`config.mk`:
```
export PLATFORM = sky130hd
export DESIGN_NAME = serial_adder_flat
export DESIGN_NICKNAME = d
export VERILOG_FILES = /design/src/rtl/adder_pkg.sv /design/src/rtl/serial_adder_if.sv /design/src/rtl/adder1b.sv /design/src/rtl/serial_adder.sv /design/src/flat_wrapper.sv
export SDC_FILE = /design/constraint.sdc
export NUM_CORES = 1
export LEC_CHECK = 0
export ABC_AREA = 1
export CAP_MARGIN = 20
export CORE_MARGIN = 10
export CORE_UTILIZATION = 35
export DETAILED_ROUTE_END_ITERATION = 6
export PLACE_DENSITY = 0.68
export SLEW_MARGIN = 20
export SYNTH_ARGS = -nofsm -noshare
export SYNTH_HDL_FRONTEND = slang
export SYNTH_HIERARCHICAL = 1
export SYNTH_SLANG_ARGS = --single-unit
export TNS_END_PERCENT = 100
```
`constraint.sdc`:
```
create_clock -name clk -period 1.8 [get_ports clk]
set_input_delay 0.54 -clock clk [delete_from_list [all_inputs] [get_ports clk]]
set_output_delay 0.54 -clock clk [all_outputs]
set_load 0.01 [all_outputs]
```
`src/rtl/adder_pkg.sv`:
```
// Shared definitions for the bit-serial adder: FSM state encoding and default width.
package adder_pkg;

    localparam int DEFAULT_WIDTH = 32;

    typedef enum logic [1:0] {
        ST_IDLE = 2'd0,
        ST_RUN  = 2'd1,
        ST_DONE = 2'd2
    } state_e;

    // Bit-counter width: clog2(width), never narrower than one bit.
    function automatic int cnt_width(input int width);
        int w;
        w = $clog2(width);
        return (w < 1) ? 1 : w;
    endfunction

endpackage

```
`src/rtl/serial_adder_if.sv`:
```
// Start/done handshake and operand/result bus of the bit-serial adder.
interface serial_adder_if #(
    parameter int WIDTH = adder_pkg::DEFAULT_WIDTH
);
    logic             start;
    logic [WIDTH-1:0] a;
    logic [WIDTH-1:0] b;
    logic             cin;
    logic             busy;
    logic             done;
    logic [WIDTH-1:0] sum;
    logic             cout;
    logic             overflow;

    modport master (
        output start, a, b, cin,
        input  busy, done, sum, cout, overflow
    );

    modport slave (
        input  start, a, b, cin,
        output busy, done, sum, cout, overflow
    );
endinterface

```
`src/rtl/adder1b.sv`:
```
// One-bit full-adder cell, reused once per bit position by serial_adder.
module adder1b (
    output logic s,
    output logic cout,
    input  logic a,
    input  logic b,
    input  logic cin
);
    assign s    = a ^ b ^ cin;
    assign cout = (a & b) | (cin & (a ^ b));
endmodule

```
`src/rtl/serial_adder.sv`:
```
// Bit-serial WIDTH-bit adder: one full-adder cell walked LSB-first over WIDTH cycles,
// carry held in a flop, operands/result exchanged through a start/done handshake.
module serial_adder
    import adder_pkg::*;
#(
    parameter int WIDTH = DEFAULT_WIDTH
) (
    input  logic           clk,
    input  logic           rst_n,
    serial_adder_if.slave  bus
);
    localparam int             CW       = cnt_width(WIDTH);
    localparam logic [CW-1:0]  CNT_LAST = CW'(WIDTH - 1);

    state_e           state_q;
    logic [WIDTH-1:0] a_sh_q;
    logic [WIDTH-1:0] b_sh_q;
    logic [WIDTH-1:0] res_sh_q;
    logic             carry_q;
    logic             msb_cin_q;
    logic [CW-1:0]    cnt_q;
    logic             busy_q;
    logic             done_q;
    logic             cell_s;
    logic             cell_cout;

    adder1b u_cell (cell_s, cell_cout, a_sh_q[0], b_sh_q[0], carry_q);

    // Handshake FSM plus the serial datapath it sequences.
    always_ff @(posedge clk or negedge rst_n) begin
        if (!rst_n) begin
            state_q   <= ST_IDLE;
            a_sh_q    <= '0;
            b_sh_q    <= '0;
            res_sh_q  <= '0;
            carry_q   <= 1'b0;
            msb_cin_q <= 1'b0;
            cnt_q     <= '0;
            busy_q    <= 1'b0;
            done_q    <= 1'b0;
        end else begin
            case (state_q)
                ST_IDLE, ST_DONE: begin
                    if (bus.start) begin
                        a_sh_q  <= bus.a;
                        b_sh_q  <= bus.b;
                        carry_q <= bus.cin;
                        cnt_q   <= '0;
                        state_q <= ST_RUN;
                        busy_q  <= 1'b1;
                        done_q  <= 1'b0;
                    end else begin
                        state_q <= ST_IDLE;
                        busy_q  <= 1'b0;
                        done_q  <= 1'b0;
                    end
                end
                ST_RUN: begin
                    a_sh_q   <= {1'b0, a_sh_q[WIDTH-1:1]};
                    b_sh_q   <= {1'b0, b_sh_q[WIDTH-1:1]};
                    res_sh_q <= {cell_s, res_sh_q[WIDTH-1:1]};
                    carry_q  <= cell_cout;
                    // The carry entering this last bit is the MSB carry-in for overflow.
                    if (cnt_q == CNT_LAST) begin
                        msb_cin_q <= carry_q;
                        state_q   <= ST_DONE;
                        busy_q    <= 1'b0;
                        done_q    <= 1'b1;
                    end else begin
                        cnt_q     <= cnt_q + CW'(1);
                        busy_q    <= 1'b1;
                        done_q    <= 1'b0;
                    end
                end
                default: begin
                    state_q <= ST_IDLE;
                    busy_q  <= 1'b0;
                    done_q  <= 1'b0;
                end
            endcase
        end
    end

    assign bus.busy     = busy_q;
    assign bus.done     = done_q;
    assign bus.sum      = res_sh_q;
    assign bus.cout     = carry_q;
    assign bus.overflow = msb_cin_q ^ carry_q;

endmodule

```
`src/flat_wrapper.sv`:
```
// flat-port wrapper written by rule: the top's interface ports become plain ports
module serial_adder_flat import adder_pkg::*;
#(
    parameter int WIDTH = DEFAULT_WIDTH
)
  (clk, rst_n, bus_start, bus_a, bus_b, bus_cin, bus_busy, bus_done, bus_sum, bus_cout, bus_overflow);
  serial_adder_if #(.WIDTH(WIDTH)) bus_i ();
  input  logic clk;
  input  logic rst_n;
  input wire logic [$bits(bus_i.start)-1:0] bus_start;
  input wire logic [$bits(bus_i.a)-1:0] bus_a;
  input wire logic [$bits(bus_i.b)-1:0] bus_b;
  input wire logic [$bits(bus_i.cin)-1:0] bus_cin;
  output wire logic [$bits(bus_i.busy)-1:0] bus_busy;
  output wire logic [$bits(bus_i.done)-1:0] bus_done;
  output wire logic [$bits(bus_i.sum)-1:0] bus_sum;
  output wire logic [$bits(bus_i.cout)-1:0] bus_cout;
  output wire logic [$bits(bus_i.overflow)-1:0] bus_overflow;
  assign bus_i.start = bus_start;
  assign bus_i.a = bus_a;
  assign bus_i.b = bus_b;
  assign bus_i.cin = bus_cin;
  assign bus_busy = bus_i.busy;
  assign bus_done = bus_i.done;
  assign bus_sum = bus_i.sum;
  assign bus_cout = bus_i.cout;
  assign bus_overflow = bus_i.overflow;
  serial_adder #(.WIDTH(WIDTH)) u_core (.clk(clk), .rst_n(rst_n), .bus(bus_i));
endmodule
```
* Yosys cells after proc, flatten, opt, wreduce, memory -nomap -nowiden
Cells that the tools add are included.
W data, S select, Z words.
** Word-level totals
- Register bits :: 107
- Bits of input ports :: 68
- Output and inout port bits :: 36
- Logic and storage cells :: 45
** Cells by class
- Add/subtract/negate cells :: 1
- Equality and inequality tests :: 6
- Multiplexer cells :: 17
- Bitwise gates (word level) :: 6
- Reductions and logical operators :: 6
** Operators by type and width (number)
- $pmux W32 S2 :: 2
- $mux W32 :: 2
- $mux W5 :: 2
- $pmux W5 S2 :: 1
- $mux W1 :: 6
- $add A5 B1 Y5 const B :: 1
- $eq A5 B5 Y1 const B :: 1
- $ne A2 B2 Y1 const B :: 2
- $pmux W1 S2 :: 2
- $pmux W2 S2 :: 1
- $reduce_and A2 Y1 :: 2
- $reduce_and A3 Y1 :: 1
- $xor A1 B1 Y1 :: 3
- $and A1 B1 Y1 :: 2
- $eq A2 B1 Y1 const B :: 1
- $eq A2 B2 Y1 const B :: 1
- $logic_not A2 Y1 :: 1
- $mux W2 :: 1
- $ne A2 B1 Y1 const B :: 1
- $reduce_bool A2 Y1 :: 1
- $reduce_or A2 Y1 :: 1
- $or A1 B1 Y1 :: 1

* Longest topological paths before layout
- Depth after elaboration :: 4
- Gate-level depth with buffers :: 8
- Mapped depth without buffers :: 8

* Modules after synthesis
Netlist, hierarchy kept.
** Modules (own cells, without submodules)
- serial_adder :: times used 1, cells an instance 517, area an instance 4420.5 um^2
- adder1b :: times used 1, cells an instance 1, area an instance 20.0 um^2

* Least setup slack after synthesis
No wires, ideal clock.
- Kind :: reg2reg
- Start point :: reg u_core.cnt_q[0]
- End point :: reg u_core.cnt_q[3]
- Arrival time :: 1.253 ns
- Slack :: 0.428 ns
- Stages on the path, launching flop included :: 9
- Buffers on the path :: 0
- Cells stage by stage :: dfrtp_1 > ha_1 > nand2_1 > nor2_1 > ha_1 > nor2_1 > nand3_1 > nand2_1 > nor2_1
** Between the ends
- Word-level cells in the longest chain between the ends :: 3
- Elaborated cells between the ends (all ways) :: 6
- Classes of those cells :: 1 x add/sub; 2 x eq/ne; 2 x mux; 1 x reduce/logical
** RTL lines
- from (decl) :: RTL line serial_adder.sv:21 : logic [CW-1:0] cnt_q;
- from (signal assigned) :: RTL line serial_adder.sv:70 : cnt_q <= cnt_q + CW'(1);
- $add A5 B1 Y5 / $eq A5 B5 Y1 (equally long branches) :: RTL line serial_adder.sv:70, serial_adder.sv:64
- $mux W5 / $ne A2 B2 Y1 (equally long branches)
- $pmux W5 S2 / $reduce_and A3 Y1 (equally long branches)
Parallel ways exist; a longest one is shown, timed or not. The select of a mux whose other input is x is not followed.
A chain may end at the register's enable or synchronous reset.

* Worst setup path after layout
- Start point :: reg u_core.done_q (netlist: u_core/bus.done)
- End point :: out bus_done
** RTL lines
- from (decl) :: RTL line serial_adder.sv:23 : logic done_q;
- from (signal assigned) :: RTL line serial_adder.sv:40 : done_q <= 1'b0;
- from (signal assigned) :: RTL line serial_adder.sv:51 : done_q <= 1'b0;
- from (signal assigned) :: RTL line serial_adder.sv:55 : done_q <= 1'b0;
- to (decl) :: RTL line flat_wrapper.sv:15 : output wire logic [$bits(bus_i.done)-1:0] bus_done;
No word-level cell between the ends.

==> impl_metrics.toml <==
[outcome]
outcome = "finished clean"

[route]
drt-vias-per-instance = 4.65
drt_pass1_iterations = 5
wire_per_inst_um = 13.2
drt-initial-drc-count = 245
via_count = 3710
detail-route-antenna-nets = 0
dr_drc_count = 0
postRouteWirelength_mm = 10.5

[grt]
grt_busiest_layer = "met2"
gr-usage-met3_pct = 3.44
global_route_wire_length_before_repair_mm = 17.8
grt_antenna_before_repair = 0
grt_start_max_net_pins = 108
grt_util_met2_pct = 18.7
groute.usage.overall_pct = 12.1
global_route.usage.met1_pct = 15.4
first_global_vias = 3711
gr-total-overflow = 0

[finish]
syn2layout_area_growth_pct = 35.3
fin_nets = 692
diodes = 0
drive_gt1_share_pct = 5.60
finalInstanceArea_mm2 = 0.00601

[power_and_ir_drop]
vdd_drop_max_mv = 0.672
part_of_the_power_in_combinational_logic_pct = 39.2
sequentialPowerShare_pct = 41.5
total_leakage_power_nw = 2.83
net-switching-power_mw = 3.68
power_per_cell_area_mw_per_mm2 = 1680
p_int_mw = 6.41
switching_share_pct = 36.5
power_frac_clock_pct = 19.3

[worst_setup_path]
worstSetupStartpointType = "flop"
crit_required_ns = 1.26
cp_slowest_stage_delay_ns = 0.53
crit_path_max_fanout = 1
critical_path.slowest_cell = "clkdlybuf4s50_1"
critical_path_type = "reg -> out"
critical_path.endpoint_type = "output port"
cells_along_the_critical_path = "clkdlybuf4s50_1"
critPathArrivalTime_ns = 1.21
worst_path_dominant_cell_family = "buffers and inverters"
path_buf_inv = 1

[yosys]
yosysSeqAreaShare_pct = 60.3
synth_nets = 589
synthFlopType = "dfrtp_1"
post-synth-top-area-cell = "dfrtp_1"
netlist_instances = 518
syn_area_per_cell_um2 = 8.57
synthesis.yosys.warnings = 6
synthDominantCellAreaShare_pct = 60.3
synth_top_cells_by_count = "191 x nor2_1, 107 x dfrtp_1, 60 x nor3_1, 55 x nand2_1, 38 x o21ai_0"
number_of_flops_mapped_to_enable_cells_by_yosys = 0
synth_seq_cells = 107
synth_area_mm2 = 0.00444
most_area_consuming_cells_after_synthesis = "dfrtp_1 60%, nor2_1 16%, nor3_1 6.8%"
synth.most_common_cell = "nor2_1"
async_flop_share_pct = 100
synth.lib_cells_used.distinct = 19

[job]
drv_cap = 0

[timing]
fin_hold_ws_ns = 0.259
timing.final.setup_violations = 0
timing.final.crit_period_ns = 1.75
report.final.hold_viol_count = 0
grt_setup_unrepaired = "false"
timing.final.crit_share_pct = 97.2
worst_slew_pin_slew_ns = 0.557
fin_worst_skew_ns = 0.00591
slew-limit-headroom_pct = 62.9
setup_total_neg_slack_ns = 0
timing.final.max_slew_violations = 0
fmaxAchievable_ghz = 0.572

[clocking]
htree_num_levels = 3
ctsLongestPathBuffers = 2
cts_inserted_buffers = 9
clk_pin_slew_ns = 0.06
cts_tree = "yes"
cts_hold_repair.buffers = 0
clockRootBuffer = "clkbuf_16"
post_cts.repair.setup_buffers = 0
post_cts_resized = 28
worstSkewPairLatency_ns = 0.34
clk_sinks = 107

[placed_design]
placement.cell_area_mm2 = 0.00573
detail_placement_hpwl_mm = 7.51
buffer_ports.inserted = 103
place.gp.congestion = 0.779

[floorplanning]
rows = 41
coreArea_mm2 = 0.0125
dieArea_mm2 = 0.0176
boundaryPins = 104
initial_core_util_pct = 35.5
die_x_um = 133
floorplan.die.height_um = 133

[hold_path]
min-delay-path-class = "in -> async"
==> power by group through the flow <==
stage               logic [mW]  clock network, mW  registers, mW
global route              4.54               2.13           4.34
detailed placement        4.24                  0           4.24
global placement          4.09                  0           4.21
CTS                       4.06               2.02           4.20
floorplan                 2.49                  0           4.25
finish                    3.96               1.95           4.19
==> through the flow <==
stage	instances	worst slack [ns]	power, mW	utilization, %
finish	797	0.0506	10.1	48.0
CTS	797	0.00133	10.3	47.9
global route	797	0.00503	11.0	48.0
global placement	782	0.0427	8.30	45.8
floorplan	518	0.428	6.74	-
detailed placement	782	-0.0431	8.48	45.8
==> cells by family after synthesis <==
family	share of synthesized area [%]
AND/OR/NAND/NOR	28.4
AO/OA/AOI/OAI	4.62
adder cells (fa/ha/maj)	1.01
flip-flops	60.3
buffers and inverters	5.47
XOR/XNOR	0.197
==> final timing paths <==
check	startpoint	to	slack, ns	cells after the start
worst max-delay path	u_core/bus.done$_DFF_PN0_	bus_done	0.05	1
worst min-delay path	rst_n	u_core/b_sh_q[10]$_DFFE_PN0P_	0.26	2
worst max register to register	u_core/cnt_q[0]$_DFFE_PN0P_	u_core/cnt_q[3]$_DFFE_PN0P_	0.25	8
worst min register to register	u_core/bus.sum[0]$_DFFE_PN0P_	u_core/bus.sum[0]$_DFFE_PN0P_	0.50	2
max in group asynchronous	rst_n	u_core/bus.sum[13]$_DFFE_PN0P_	1.13	2
min in group clk	u_core/bus.sum[0]$_DFFE_PN0P_	u_core/bus.sum[0]$_DFFE_PN0P_	0.50	2
==> cells in the final DEF (no fill, tap or decap), types with 2 or more instances in the layout <==
cell type / n
clkbuf_16: 9
o21ai_1: 2
dlymetal6s2s_1: 6
buf_12: 5
o21ai_0: 38
dfrtp_1: 107
clkbuf_1: 2
nand2_1: 53
dlygate4sd2_1: 27
nor2_1: 191
ha_1: 2
buf_4: 12
nand3_1: 5
nand2_2: 2
clkdlybuf4s50_1: 68
clkbuf_8: 2
nor3_1: 60
inv_1: 25
==> registers in the layout (all words and copies together), names as in the netlist <==
register and flops:
u_core/a_sh_q 32, u_core/b_sh_q 32, u_core/bus.sum 32, u_core/cnt_q 5
u_core/state_q 2, u_core/bus.busy 1, u_core/bus.cout 1, u_core/bus.done 1
u_core/msb_cin_q 1
==> area by class of cell <==
type,instances,area [um2]
clock buffer,13,260
clock inverter,2,35.0
fill,1248,6510
inverter,26,97.6
multi-input combinational,358,1530
sequential,107,2680
tap,172,215
timing repair buffer,119,1190
==> routing by layer <==
metal	part of all wire, %	routed length [um]
met5	0	0
met4	1.5	155
met3	6.1	644
met2	46	4810
met1	46	4880
(Power assumes the default switching activity.)
